$ cat src/rtl/vga_plot_arbiter.sv
// vga_plot_arbiter: sole driver of the vga_adapter pixel port, shared by three requesters and a full-screen clear sweep.
// Define VGA_PLOT_ARBITER_ROUND_ROBIN_EN for round-robin arbitration; without it, requester 0 > 1 > 2 by fixed priority.
module vga_plot_arbiter #(
  parameter int X_MAX          = 160,
  parameter int Y_MAX          = 120,
  parameter bit CLEAR_ON_RESET = 1'b1
) (
  input  logic        clock,
  input  logic        reset_n,
  input  logic        clear_req,
  input  logic [2:0]  clear_colour,
  input  logic [2:0]  req_valid,
  input  logic [23:0] req_x,
  input  logic [23:0] req_y,
  input  logic [8:0]  req_colour,
  output logic [2:0]  req_ready,
  output logic [7:0]  out_x,
  output logic [7:0]  out_y,
  output logic [2:0]  out_colour,
  output logic        plot,
  output logic        busy_clear,
  output logic [1:0]  grant_id
);
  localparam logic [1:0] S_INIT  = 2'd0;
  localparam logic [1:0] S_CLEAR = 2'd1;
  localparam logic [1:0] S_SERVE = 2'd2;
  localparam logic [7:0] X_LAST  = 8'(X_MAX - 1);
  localparam logic [7:0] Y_LAST  = 8'(Y_MAX - 1);
  localparam logic [8:0] X_LIM   = 9'(X_MAX);
  localparam logic [8:0] Y_LIM   = 9'(Y_MAX);

  logic [1:0] state_q, state_d;
  logic [7:0] cx_q, cx_d, cy_q, cy_d;
  logic [7:0] x_q, x_d, y_q, y_d;
  logic [2:0] col_q, col_d;
  logic       plot_q, plot_d;
  logic [1:0] gid_q, gid_d;
  logic [1:0] win;
  logic [7:0] sel_x, sel_y;
  logic [2:0] sel_c;
  logic       serve, xfer, in_range, last_x, last_y;

`ifdef VGA_PLOT_ARBITER_ROUND_ROBIN_EN
  logic [1:0] last_q, c0, c1, c2;

  function automatic logic [1:0] nxt(input logic [1:0] a);
    return (a == 2'd2) ? 2'd0 : a + 2'd1;
  endfunction

  // Round-robin: search starts at the requester after the last winner
  always_comb begin
    c0  = nxt(last_q);
    c1  = nxt(c0);
    c2  = nxt(c1);
    win = req_valid[c0] ? c0 : req_valid[c1] ? c1 : c2;
  end

  // Pointer moves only when a transfer actually happens
  always_ff @(posedge clock) begin
    if (!reset_n) last_q <= 2'd2;
    else if (xfer) last_q <= win;
  end
`else
  assign win = req_valid[0] ? 2'd0 : req_valid[1] ? 2'd1 : 2'd2;
`endif

  // Clear always beats a simultaneous request; nothing is granted outside S_SERVE or in reset
  assign serve      = reset_n && state_q == S_SERVE && !clear_req;
  assign xfer       = serve && |req_valid;
  assign req_ready  = xfer ? 3'b001 << win : 3'b000;
  assign busy_clear = reset_n && state_q == S_CLEAR;
  assign sel_x      = win == 2'd0 ? req_x[7:0] : win == 2'd1 ? req_x[15:8] : req_x[23:16];
  assign sel_y      = win == 2'd0 ? req_y[7:0] : win == 2'd1 ? req_y[15:8] : req_y[23:16];
  assign sel_c      = win == 2'd0 ? req_colour[2:0] : win == 2'd1 ? req_colour[5:3] : req_colour[8:6];
  assign in_range   = {1'b0, sel_x} < X_LIM && {1'b0, sel_y} < Y_LIM;
  assign last_x     = cx_q == X_LAST;
  assign last_y     = cy_q == Y_LAST;
  assign out_x      = x_q;
  assign out_y      = y_q;
  assign out_colour = col_q;
  assign plot       = plot_q;
  assign grant_id   = gid_q;

  // Next-state: clear sweep in raster order, or one accepted pixel per cycle
  always_comb begin
    state_d = state_q;
    cx_d    = cx_q;
    cy_d    = cy_q;
    x_d     = x_q;
    y_d     = y_q;
    col_d   = col_q;
    plot_d  = 1'b0;
    gid_d   = gid_q;
    case (state_q)
      S_INIT: state_d = (CLEAR_ON_RESET || clear_req) ? S_CLEAR : S_SERVE;
      S_CLEAR: begin
        x_d     = cx_q;
        y_d     = cy_q;
        col_d   = clear_colour;
        plot_d  = 1'b1;
        cx_d    = last_x ? 8'd0 : cx_q + 8'd1;
        cy_d    = last_x ? (last_y ? 8'd0 : cy_q + 8'd1) : cy_q;
        state_d = (last_x && last_y) ? S_SERVE : S_CLEAR;
      end
      S_SERVE: begin
        state_d = clear_req ? S_CLEAR : S_SERVE;
        gid_d   = xfer ? win : gid_q;
        plot_d  = xfer && in_range;
        x_d     = plot_d ? sel_x : x_q;
        y_d     = plot_d ? sel_y : y_q;
        col_d   = plot_d ? sel_c : col_q;
      end
      default: state_d = S_INIT;
    endcase
  end

  // State and output registers; reset aborts any sweep in progress
  always_ff @(posedge clock) begin
    if (!reset_n) begin
      state_q <= S_INIT;
      cx_q    <= 8'd0;
      cy_q    <= 8'd0;
      x_q     <= 8'd0;
      y_q     <= 8'd0;
      col_q   <= 3'd0;
      plot_q  <= 1'b0;
      gid_q   <= 2'd0;
    end else begin
      state_q <= state_d;
      cx_q    <= cx_d;
      cy_q    <= cy_d;
      x_q     <= x_d;
      y_q     <= y_d;
      col_q   <= col_d;
      plot_q  <= plot_d;
      gid_q   <= gid_d;
    end
  end
endmodule
$ cat config.mk
export PLATFORM = sky130hd
export DESIGN_NAME = vga_plot_arbiter
export DESIGN_NICKNAME = d
export VERILOG_FILES = /design/src/rtl/vga_plot_arbiter.sv
export SDC_FILE = /design/constraint.sdc
export NUM_CORES = 1
export LEC_CHECK = 0
export BUFFER_PORTS_ARGS = -buffer_cell sky130_fd_sc_hd__buf_2
export CORE_AREA = 8 8 90 84
export DETAILED_ROUTE_END_ITERATION = 16
export DIE_AREA = 0 0 98 92
export GPL_TIMING_DRIVEN = 0
export PLACE_DENSITY_LB_ADDON = 0.15
export SYNTH_ARGS = -nofsm -noshare
export SYNTH_HDL_FRONTEND = slang
export SYNTH_SLANG_ARGS = --single-unit
$ cat constraint.sdc
create_clock -name clock -period 2.1 [get_ports clock]
set_input_delay 0.21 -clock clock [delete_from_list [all_inputs] [get_ports clock]]
set_output_delay 0.21 -clock clock [all_outputs]
set_load 0.005 [all_outputs]
==> results by group <==
Logic synthesis
  • Synth Cell Area: 2340 um2
  • Top area cells in the synthesized netlist: dfxtp_1 (34%), mux2i_1 (17%), o211ai_1 (8.3%)
  • Area leader, netlist: dfxtp_1
  • Number of synthesized flops with an enable pin: 0
  • Synth Area in Simple Gates: 0.184
  • Commonest cells post-synth: nand2_1 (45), dfxtp_1 (40), mux2i_1 (39)
  • Register bit count reported by yosys: 40
  • Yosys warns: 0
  • Unique cell type count in the Yosys netlist: 40
  • Syn Nets: 341
  • Asr flop ratio synth: 0
  • Xor and xnor area share after synthesis: 0.0449
  • Top-count cell post-synth: nand2_1
  • Compound-Gate Fraction of Synth Area: 0.162
  • Mapped Cells: 269
  • Post-synth top area share: 0.342
  • Share of the yosys chip area belonging to registers: 0.342
  • Adder-Cell Fraction of Synth Area: 0.0321
  • Multiplexer share of the synthesized area: 0.186
  • Top_reg_cell synth: dfxtp_1
  • Syn Area/Cell: 8.71 um2
  • Main combinational cell family by area after synthesis: multiplexers

Final layout
  • Final Instance Count excl. Fillers: 447
  • Final Cell Area: 3180 um2
  • Core Util, Final: 0.531
  • Inserted Diodes: 0
  • Layout cells sized above 1: 0.347
  • P&R area growth vs syn: 35.6%
  • Nets: 446

Pwr
  • Pwr/cell area: 534 nW/um2
  • Final Power: 1700 uW
  • VDD IR max: 0.293 mV
  • Leak Pwr: 0.00143 uW

Routing
  • DRC: 0
  • Drt wl/cell: 17.0 um
  • Iter 0 DRT Violations: 105
  • Final antenna-violating net count: 0
  • DRT Wirelength: 7.60 mm
  • Pre-antenna DRT Iters: 4
  • Routed vias: 2,361
  • Vias per cell: 5.28

STA
  • Relative slew margins: 0.536
  • RSZ-0062 raised after global routing: no
  • Worst clock skew: 6.10 ps
  • Final hold vios: 0
  • Post-route setup TNS: 0 ps
  • Final setup viols: 0
  • Period utilisation layout: 0.954
  • Slew Viols, Final: 0
  • F_max: 499 MHz
  • Min Tclk post-route: 2000 ps
  • Worst slew pin tran: 696 ps

Worst setup path
  • R2R setup slack: 100 ps
  • Worst-case reg-to-reg path depth: 9
  • Critical Path Fanout Max: 10
  • Reg2Reg Capture Point: out_y[5]
  • Crit path capture: out_y[5]
  • Critical path class: register to register
  • Arrival @ worst endpoint: 2230 ps
  • Critical Path Start Type: register
  • Worst endpoint required time: 2330 ps
  • Worst Setup End Kind: register
  • Worst r2r src: state_q[0]
  • Crit path from: state_q[0]

Placed design
  • Placed Cells: 432
  • GP Congestion: 0.795
  • Placed Area: 2890 um2
  • # port buffers: 91
  • DP HPWL: 5.74 mm

Global routing
  • GR Util All Layers: 0.167
  • Busiest metal layer after global routing: met2
  • Grt ovf: 0
  • Largest net degree at the start of global routing: 13
  • Vias in the first global route: 2,414
  • GR Layer Usage met1: 0.221
  • Antenna violations before repair: 0
  • First-pass GRT wire length: 12.3 mm
  • Global Route met2 Usage: 0.264
  • GR Util met3: 0.0400

Clock network
  • H-tree Lvls: 2
  • Root Driver: clkbuf_8
  • Num CTS Buffers: 5
  • Clock sink count: 40
  • Clock slew at reported path FFs: 80 ps
  • TritonCTS clock tree: yes
  • CTS max path bufs: 2
  • Insertion delay to the later sink of the worst-skew pair: 290 ps
  • Hold Buf Count CTS: 0

Worst hold path
  • Min-delay worst type: input port to register
  • Hold Path Stages: 3

Job
  • Max Cap Viol: 0

Status
  • Status: finished clean

Floorplanning
  • Die X: 98 um
  • Die Y: 92 um
  • FP Rows: 27
  • Core box area: 5980 um2
  • Die area: 9020 um2
  • Top-level port count: 92
  • Starting Density: 0.392
## kinds of logic (layout without fill, tap and decap cells)
kind of cell	count (synthesis)	after routing
buffers and inverters	23	129
flip-flops	40	40
adder cells (fa/ha/maj)	6	6
AO/OA/AOI/OAI	51	51
XOR/XNOR	12	12
multiplexers	43	43
AND/OR/NAND/NOR	94	94
## routing by layer
layer,vias to the layer above,wire length [um]
met1,1078,3690
met2,81,3350
li1,1191,-
met4,0,102
met5,-,0
met3,11,453
## how the worst min path moves through the flow
stage,start,to,slack (ps)
floorplan,clear_req,state_q[0],380
global placement,out_y[4],out_y[4],440
detailed placement,out_x[4],out_x[4],450
CTS,clear_colour[0],out_colour[0],230
global route,clear_req,state_q[0],250
finish,clear_req,state_q[0],240
## through the flow
| stage | hold slack [ps] | setup slack [ps] |
|---|---|---|
| final | 236 | 96.7 |
| after global routing | 246 | 1.22 |
| after CTS | 229 | 6.23 |
| after detailed placement | 449 | -448 |
| after global placement | 444 | -418 |
| after floorplan | 382 | 64.3 |
## power by group
group / internal (uW) / total [uW] / leakage (uW) / switching, uW
Clock: 353 / 623 / 0.0000552 / 270
Combinational: 138 / 283 / 0.00105 / 145
Sequential: 777 / 790 / 0.000325 / 13.1
## critical path, stage by stage (launching register included)
cell,delay [ps]
dfxtp_2,340
inv_1,60
ha_1,180
buf_4,180
and2b_2,250
o311ai_4,150
nor2_4,90
a31oi_4,290
clkbuf_16,230
mux2i_1,170
## repair_timing
| action | CTS | global route |
|---|---|---|
| setup buffers | 3 | 3 |
| gates resized for setup | 12 | 10 |
| pin swaps | 3 | 1 |
| cloned | 0 | 1 |
| endpoints found under the setup margin | 28 | 28 |
## registers in the layout, summed over array words and instances, names as in the netlist
signal,count
cx_q,8
out_x,8
cy_q,8
grant_id,2
out_y,8
out_colour,3
state_q,2
plot,1
## cell type report
class / instances / area (um2)
multi-input cells: 206 / 1520
repair buffers: 98 / 538
clock buffers: 6 / 72.6
clock inverters: 2 / 35.0
fillers: 578 / 2800
plain buffers: 19 / 104
flip-flops and latches: 40 / 805
inverters: 4 / 15.0
well taps: 72 / 90.1
## layout by cell type, fill, tap and decap left out, types with 2 or more instances in the layout
cell type	n
mux2i_1	39
a21oi_1	4
o21ai_0	5
clkbuf_8	5
a211oi_1	3
xor2_1	7
mux2_1	2
clkbuf_1	10
nor2_1	21
clkbuf_2	2
buf_2	93
a31o_2	2
buf_12	2
nor4_4	2
dfxtp_1	37
nor3_1	2
o211ai_1	26
nand2b_1	2
inv_1	4
xnor2_1	5
nand2_1	45
a311oi_1	4
dfxtp_2	3
buf_4	6
nand4_1	8
mux2_2	2
and3_1	3
ha_1	5
buf_1	3
(Power assumes the default switching activity.)
